--- src/rtl/uart_rx_fifo.sv ---
// uart_rx_fifo
//   UART receiver with configurable data width and parity, followed by a
//   first-word-fall-through RX FIFO. Framing, parity and overrun errors are
//   reported as single-cycle pulses.
//
// Parameters
//   SYS_CLK_FREQ / BAUD_RATE  clock-to-bit ratio (CLKS_PER_BIT, >= 4)
//   DATA_BITS                 data bits per character, 5..9
//   PARITY                    0 none, 1 odd, 2 even
//   FIFO_DEPTH                FIFO entries, power of 2, >= 2
//   TIMEOUT_BITS              idle bit-times before rx_timeout
//
// Ports
//   comm_clk    in   clock
//   rst_n       in   asynchronous active-low reset
//   rx_serial   in   asynchronous serial line, idle high
//   rx_data     out  FIFO head (0 while empty)
//   rx_valid    out  FIFO non-empty
//   rx_ready    in   pop head when rx_valid & rx_ready
//   fifo_count  out  occupancy, 0..FIFO_DEPTH
//   frame_err   out  pulse: stop bit sampled low
//   parity_err  out  pulse: parity mismatch with good stop bit
//   overrun     out  pulse: good character dropped because FIFO full
//   rx_timeout  out  pulse: idle timeout with data pending
//
// Build option
//   UART_RX_TIMEOUT_EN  enables the idle-timeout counter; otherwise rx_timeout is 0.

module uart_rx_fifo #(
    parameter int SYS_CLK_FREQ = 16,
    parameter int BAUD_RATE    = 1,
    parameter int DATA_BITS    = 8,
    parameter int PARITY       = 0,
    parameter int FIFO_DEPTH   = 16,
    parameter int TIMEOUT_BITS = 20
) (
    input  logic                          comm_clk,
    input  logic                          rst_n,
    input  logic                          rx_serial,
    output logic [DATA_BITS-1:0]          rx_data,
    output logic                          rx_valid,
    input  logic                          rx_ready,
    output logic [$clog2(FIFO_DEPTH):0]   fifo_count,
    output logic                          frame_err,
    output logic                          parity_err,
    output logic                          overrun,
    output logic                          rx_timeout
);

    localparam int CLKS_PER_BIT = SYS_CLK_FREQ / BAUD_RATE;
    localparam int HALF_BIT     = CLKS_PER_BIT / 2;
    localparam int CW           = $clog2(CLKS_PER_BIT);
    localparam int BW           = $clog2(DATA_BITS);
    localparam int AW           = $clog2(FIFO_DEPTH);

    localparam bit PARAMS_OK = (CLKS_PER_BIT >= 4) && (DATA_BITS >= 5) && (DATA_BITS <= 9) &&
                               (PARITY >= 0) && (PARITY <= 2) && (FIFO_DEPTH >= 2) &&
                               ((FIFO_DEPTH & (FIFO_DEPTH - 1)) == 0) && (TIMEOUT_BITS >= 1);

    if (!PARAMS_OK) begin : g_param_check
        $error("uart_rx_fifo: illegal parameter combination");
    end

    typedef enum logic [2:0] {
        S_IDLE,
        S_START,
        S_DATA,
        S_PARITY,
        S_STOP,
        S_WAIT_HI
    } state_t;

    // ------------------------------------------------------------------
    // Receiver
    // ------------------------------------------------------------------
    logic                 sync1;
    logic                 rxs;
    state_t               state, state_next;
    logic [CW-1:0]        clk_cnt, clk_cnt_next;
    logic [BW-1:0]        bit_cnt, bit_cnt_next;
    logic [DATA_BITS-1:0] shreg, shreg_next;
    logic                 par_bit, par_bit_next;
    logic                 push_req, push_req_next;
    logic                 frame_err_next, parity_err_next;
    logic                 half_done, bit_done;
    logic                 ones_odd, par_bad;

    assign half_done = (clk_cnt == CW'(HALF_BIT - 1));
    assign bit_done  = (clk_cnt == CW'(CLKS_PER_BIT - 1));
    assign ones_odd  = (^shreg) ^ par_bit;
    assign par_bad   = (PARITY == 1) ? ~ones_odd :
                       (PARITY == 2) ?  ones_odd : 1'b0;

    always_ff @(posedge comm_clk or negedge rst_n) begin
        if (!rst_n) begin
            sync1      <= 1'b1;
            rxs        <= 1'b1;
            state      <= S_IDLE;
            clk_cnt    <= '0;
            bit_cnt    <= '0;
            shreg      <= '0;
            par_bit    <= 1'b0;
            push_req   <= 1'b0;
            frame_err  <= 1'b0;
            parity_err <= 1'b0;
        end else begin
            sync1      <= rx_serial;
            rxs        <= sync1;
            state      <= state_next;
            clk_cnt    <= clk_cnt_next;
            bit_cnt    <= bit_cnt_next;
            shreg      <= shreg_next;
            par_bit    <= par_bit_next;
            push_req   <= push_req_next;
            frame_err  <= frame_err_next;
            parity_err <= parity_err_next;
        end
    end

    always_comb begin
        state_next      = state;
        clk_cnt_next    = clk_cnt + 1'b1;
        bit_cnt_next    = bit_cnt;
        shreg_next      = shreg;
        par_bit_next    = par_bit;
        push_req_next   = 1'b0;
        frame_err_next  = 1'b0;
        parity_err_next = 1'b0;

        unique case (state)
            S_IDLE: begin
                clk_cnt_next = '0;
                bit_cnt_next = '0;
                if (!rxs) state_next = S_START;
            end
            S_START: begin
                if (half_done) begin
                    clk_cnt_next = '0;
                    state_next   = rxs ? S_IDLE : S_DATA;
                end
            end
            S_DATA: begin
                if (bit_done) begin
                    clk_cnt_next = '0;
                    shreg_next   = {rxs, shreg[DATA_BITS-1:1]};
                    if (bit_cnt == BW'(DATA_BITS - 1)) begin
                        state_next = (PARITY != 0) ? S_PARITY : S_STOP;
                    end else begin
                        bit_cnt_next = bit_cnt + 1'b1;
                    end
                end
            end
            S_PARITY: begin
                if (bit_done) begin
                    clk_cnt_next = '0;
                    par_bit_next = rxs;
                    state_next   = S_STOP;
                end
            end
            S_STOP: begin
                if (bit_done) begin
                    clk_cnt_next = '0;
                    if (rxs) begin
                        state_next = S_IDLE;
                        if (par_bad) parity_err_next = 1'b1;
                        else         push_req_next   = 1'b1;
                    end else begin
                        frame_err_next = 1'b1;
                        state_next     = S_WAIT_HI;
                    end
                end
            end
            S_WAIT_HI: begin
                clk_cnt_next = '0;
                if (rxs) state_next = S_IDLE;
            end
            default: state_next = S_IDLE;
        endcase
    end

    // ------------------------------------------------------------------
    // FIFO
    // shreg is written straight into the FIFO on the push cycle: the next
    // character cannot shift into it until at least a bit-time later.
    // ------------------------------------------------------------------
    logic [DATA_BITS-1:0] mem [FIFO_DEPTH];
    logic [AW-1:0]        wr_ptr, rd_ptr;
    logic                 full, do_pop, do_push;

    assign rx_valid = (fifo_count != '0);
    assign full     = (fifo_count == (AW+1)'(FIFO_DEPTH));
    assign do_pop   = rx_valid & rx_ready;
    assign do_push  = push_req & (~full | do_pop);
    assign rx_data  = rx_valid ? mem[rd_ptr] : '0;

    always_ff @(posedge comm_clk) begin
        if (do_push) mem[wr_ptr] <= shreg;
    end

    always_ff @(posedge comm_clk or negedge rst_n) begin
        if (!rst_n) begin
            wr_ptr     <= '0;
            rd_ptr     <= '0;
            fifo_count <= '0;
            overrun    <= 1'b0;
        end else begin
            overrun <= push_req & full & ~do_pop;
            if (do_push) wr_ptr <= wr_ptr + 1'b1;
            if (do_pop)  rd_ptr <= rd_ptr + 1'b1;
            unique case ({do_push, do_pop})
                2'b10:   fifo_count <= fifo_count + 1'b1;
                2'b01:   fifo_count <= fifo_count - 1'b1;
                default: fifo_count <= fifo_count;
            endcase
        end
    end

    // ------------------------------------------------------------------
    // Idle timeout
    // ------------------------------------------------------------------
`ifdef UART_RX_TIMEOUT_EN
    localparam int TO_LIMIT = TIMEOUT_BITS * CLKS_PER_BIT;
    localparam int TW       = $clog2(TO_LIMIT + 1);

    logic [TW-1:0] to_cnt;
    logic          to_clear, to_run;

    assign to_clear = ((state == S_IDLE) & ~rxs) | do_pop;
    assign to_run   = (state == S_IDLE) & rx_valid;

    // Counter saturates at the limit so the pulse fires only once per idle spell.
    always_ff @(posedge comm_clk or negedge rst_n) begin
        if (!rst_n) begin
            to_cnt     <= '0;
            rx_timeout <= 1'b0;
        end else begin
            rx_timeout <= 1'b0;
            if (to_clear) begin
                to_cnt <= '0;
            end else if (to_run && to_cnt != TW'(TO_LIMIT)) begin
                to_cnt <= to_cnt + 1'b1;
                if (to_cnt == TW'(TO_LIMIT - 1)) rx_timeout <= 1'b1;
            end
        end
    end
`else
    assign rx_timeout = 1'b0;
`endif

endmodule

--- config.mk ---
export PLATFORM = sky130hd
export DESIGN_NAME = uart_rx_fifo
export DESIGN_NICKNAME = d
export VERILOG_FILES = /design/src/rtl/uart_rx_fifo.sv
export SDC_FILE = /design/constraint.sdc
export NUM_CORES = 1
export LEC_CHECK = 0
export ABC_AREA = 0
export CORE_ASPECT_RATIO = 0.6
export CORE_MARGIN = 2
export CORE_UTILIZATION = 60
export DETAILED_ROUTE_END_ITERATION = 8
export GPL_TIMING_DRIVEN = 1
export PLACE_DENSITY_LB_ADDON = 0.2
export SLEW_MARGIN = 0
export SYNTH_ARGS = -nofsm -noshare
export SYNTH_HDL_FRONTEND = slang
export SYNTH_SLANG_ARGS = --single-unit
--- constraint.sdc ---
create_clock -name comm_clk -period 4.6 [get_ports comm_clk]
set_clock_uncertainty 0.1 [all_clocks]
set_input_delay 1.15 -clock comm_clk [delete_from_list [all_inputs] [get_ports comm_clk]]
set_output_delay 1.15 -clock comm_clk [all_outputs]
set_load 0.02 [all_outputs]
==> metrics.md <==
| Metric | Value |
|---|---|
| Status | finished, final reports clean |
| Clock sink count | 164 |
| Switching share of total power | 0.297 |
| Met2 Use GR | 0.346 |
| Number of synthesized flops with an enable pin | between 100 and 150 |
| Final period demand of the worst path | ~4.4 ns |
| Flop2flop setup slack | 1.75 ns |
| Netlist Area Pre-Place | roughly 6800 sq um |
| Crit path largest cell delay | 0.93 ns |
| Vias in the first global route | 3522 |
| NetSw | between 0.001 and 0.0015 W |
| Die W | 141 um |
| Least-Margin Pin Slew | 0.862 ns |
| Pwr dens | 601 nW/um^2 |
| Clock latency on the worst-skew pair | between 0.4 and 0.5 ns |
| Full die area | roughly 12000 sq um |
| P_leak | 2.77 nW |
| Global route total overflow | 0 |
| Dpl cell area | 7170 sq um |
| Register area | between 4000 and 5000 sq um |
| Yosys reg bits | 164 |
| Core Area | 11200 sq um |
| Busiest layer in global routing | met1 |
| P_int | between 0.003 and 0.004 W |
| DR iter-0 viols | 353 |
| Met3 GRT Util | 0.0641 |
| VDD IR max | 0.419 mV |
| Worst Setup Start Kind | register |
| Design Area, Final | 7760 sq um |
| Post-synth top area share | 0.565 |
| Worst setup path endpoint | rx_data[0] |
| Adder-cell area share of the yosys netlist | 0.0184 |
| Yosys warnings | 0 |
| Post-Route Setup TNS | 0 ns |
| Final Hold Viols | 0 |
| DRC | 0 |
| Top post-synthesis cells by count | 128 x edfxtp_1, 34 x dfrtp_1, 32 x mux4_2 |
| Pins Over Slew Limit | 0 |
| Logic pwr share | 0.268 |
| First-pass GRT wire length | 20300 um |
| Synth-to-layout area growth | 14.0% |
| Top cell type by total area after synthesis | edfxtp_1 |
| DR WL/cell | 22.5 um |
| HP Class | register to register |
| Critical path type | register to primary output |
| Max Root-Sink Buffers | 2 |
| Initial antenna violation count | 0 |
| Worst slack, placed | 0.669 ns |
| Postcts setup bufs | 0 |
| Setup crit start | rd_ptr[1]$_DFFE_PN0N_ |
| Capturing point of the worst reg2reg path | fifo_count[4]$_DFFE_PN0P_ |
| Post-synthesis simple-gate area fraction | 0.0553 |
| # setup viols final | 0 |
| Most numerous cell in the Yosys netlist | edfxtp_1 |
| Routed wire length | approximately 13000 um |
| Hold Buf Count CTS | 0 |
| Flop pwr share | 0.433 |
| Cells after synthesis | 392 |
| Slew headroom | 0.426 |
| Number of fill cells | 728 |
| Synth Flop Type | edfxtp_1 |
| Clk pin slew, worst setup/hold paths | 0.06 ns |
| CP Capture Type | primary output |
| Met1 usage | 0.346 |
| Seq/Total Area, Yosys | 0.698 |
| R2R depth | 7 |
| Rows | 30 |
| Largest family of logic cells by synthesized area | multiplexers |
| Slowest CP cell | dfrtp_2 |
| Distinct cells, synth | 48 |
| Resized Gates After CTS | 0 |
| CTS tree | yes |
| IO Pins | 22 |
| Layout cells sized above 1 | 0.233 |
| Worst path required time | 3.35 ns |
| FFs w/ async S/R, synth | 0.220 |
| Largest net degree at the start of global routing | 37 |
| Post-Synth XOR/XNOR Area | 0.0142 |
| Max Clk Rate | between 200 and 250 MHz |
| Via density | 6.12 |
| ANT nets after route | 0 |
| Main area contributors after synthesis | edfxtp_1 56%, dfrtp_1 13%, mux4_2 11% |
| Compound-Gate Fraction of Synth Area | 0.0432 |
| Total track usage | 0.232 |
| Worst r2r src | fifo_count[1]$_DFFE_PN0P_ |
| Critical Path, Cell by Cell | mux4_2 -> mux2_2 -> o21ai_0 -> a21oi_1 -> clkdlybuf4s50_1 |
| CP arrival | approximately 3.1 ns |
| Placer Congestion | 0.857 |
| Period Utilization, post-route | 0.950 |
| Diode count | 0 |
| Vias | 3531 |
| Root buf cell | clkbuf_16 |
| Area of the multi-input gates | around 1900 sq um |
| PortBufs | 19 |
| Max-cap viol count | 0 |
| Max Fanout on Critical Path | 29 |
| Post-synthesis mux area share | 0.151 |
| Die Y | 86.5 um |
| Nets | 435 |
| Unrepaired setup endpoints after global routing | no |
| Syn Area/Cell | between 15 and 20 sq um |
| Final WS setup | 0.232 ns |
| H-tree levels | 4 |
| Starting Density | 0.608 |
| DR pass1 iterations | 5 |
| DP Wirelength | 8050 um |
| Clk pwr share | 0.299 |
| CTS buffer count | 17 |
-- power by group through the flow --
stage	sequential [W]	clock, W	combinational (W)
floorplan	0.00189	0	0.000973
global placement	0.00203	0	0.00122
detailed placement	0.00205	0	0.00125
CTS	0.00202	0.00142	0.00126
global route	0.00206	0.00148	0.00136
finish	0.00202	0.00140	0.00125
-- per-layer routing --
metal  share of wire  wire length [um]
met2            0.47              6050
met5               0                 0
met3           0.053               689
met4           0.011               137
met1            0.47              6080
-- sequential cells by signal (all words and copies together) (netlist names) --
signal,flops
sync1,1
clk_cnt,4
shreg,8
fifo_count,5
rd_ptr,4
mem,128
state,3
frame_err,1
push_req,1
wr_ptr,4
bit_cnt,3
rxs,1
overrun,1
-- cells by family (layout without fill, tap and decap cells) --
kind of cell | count (synthesis) | count (layout)
AND/OR/NAND/NOR | 68 | 68
XOR/XNOR | 11 | 11
adder cells (fa/ha/maj) | 10 | 10
AO/OA/AOI/OAI | 47 | 47
multiplexers | 60 | 60
flip-flops | 164 | 164
other | 1 | 2
buffers and inverters | 31 | 71
-- placed cells by master (no fill, tap or decap), drive strengths merged, types with 2 or more instances in the layout --
cell type / synthesis / final
buf: 11 / 12
or3: 2 / 2
mux2: 19 / 19
and3: 6 / 6
a22o: 5 / 5
conb: 1 / 2
a21oi: 14 / 14
a31oi: 2 / 2
or4: 2 / 2
clkinv: 0 / 8
mux2i: 9 / 9
dfstp: 2 / 2
o21a: 3 / 3
edfxtp: 128 / 128
ha: 10 / 10
clkdlybuf4s50: 0 / 18
nor3b: 2 / 2
nor2: 15 / 15
xnor2: 8 / 8
mux4: 32 / 32
nor4: 6 / 6
o21ai: 16 / 16
o31ai: 2 / 2
clkbuf: 10 / 17
dfrtp: 34 / 34
nand3: 6 / 6
inv: 10 / 12
nand2b: 5 / 5
bufinv: 0 / 3
or2: 4 / 4
nand2: 7 / 7
nor3: 3 / 3
nor2b: 3 / 3
and2: 4 / 4
xor2: 3 / 3
-- metrics by stage --
step | utilization | power [W] | hold WS, ns | instances
after floorplan | - | 0.00286 | 0.245 | 393
after detailed placement | 0.641 | 0.00330 | 0.249 | 546
after global routing | 0.694 | 0.00489 | 0.264 | 577
after CTS | 0.694 | 0.00470 | 0.256 | 577
final | 0.694 | 0.00467 | 0.254 | 577
after global placement | 0.641 | 0.00325 | 0.248 | 546
-- worst min path at each step --
stage | startpoint | endpoint | slack, ns | cells past startpoint
after global placement | sync1$_DFF_PN1_ | rxs$_DFF_PN1_ | 0.25 | 0
after floorplan | sync1$_DFF_PN1_ | rxs$_DFF_PN1_ | 0.25 | 0
after detailed placement | sync1$_DFF_PN1_ | rxs$_DFF_PN1_ | 0.25 | 0
final | sync1$_DFF_PN1_ | rxs$_DFF_PN1_ | 0.25 | 0
after global routing | sync1$_DFF_PN1_ | rxs$_DFF_PN1_ | 0.26 | 0
after CTS | sync1$_DFF_PN1_ | rxs$_DFF_PN1_ | 0.26 | 0
-- worst max-delay path: cells and delay by family (launching register included) --
| kind | cells | cell delay (ns) |
|---|---|---|
| mux | 2 | 0.90 |
| compound gates | 2 | 0.28 |
| buf+inv | 1 | 0.60 |
| flops | 1 | 0.93 |
-- area by class of cell --
cell class                      instances  share of cell area
Clock inverter                         14              0.0208
Timing Repair Buffer                   30              0.0361
Inverter                               10             0.00484
Clock buffer                           17              0.0548
Tap cell                              144              0.0232
Sequential cell                       164               0.612
Multi-Input combinational cell        198               0.248
Note: power is estimated with default switching activity, not from simulation.
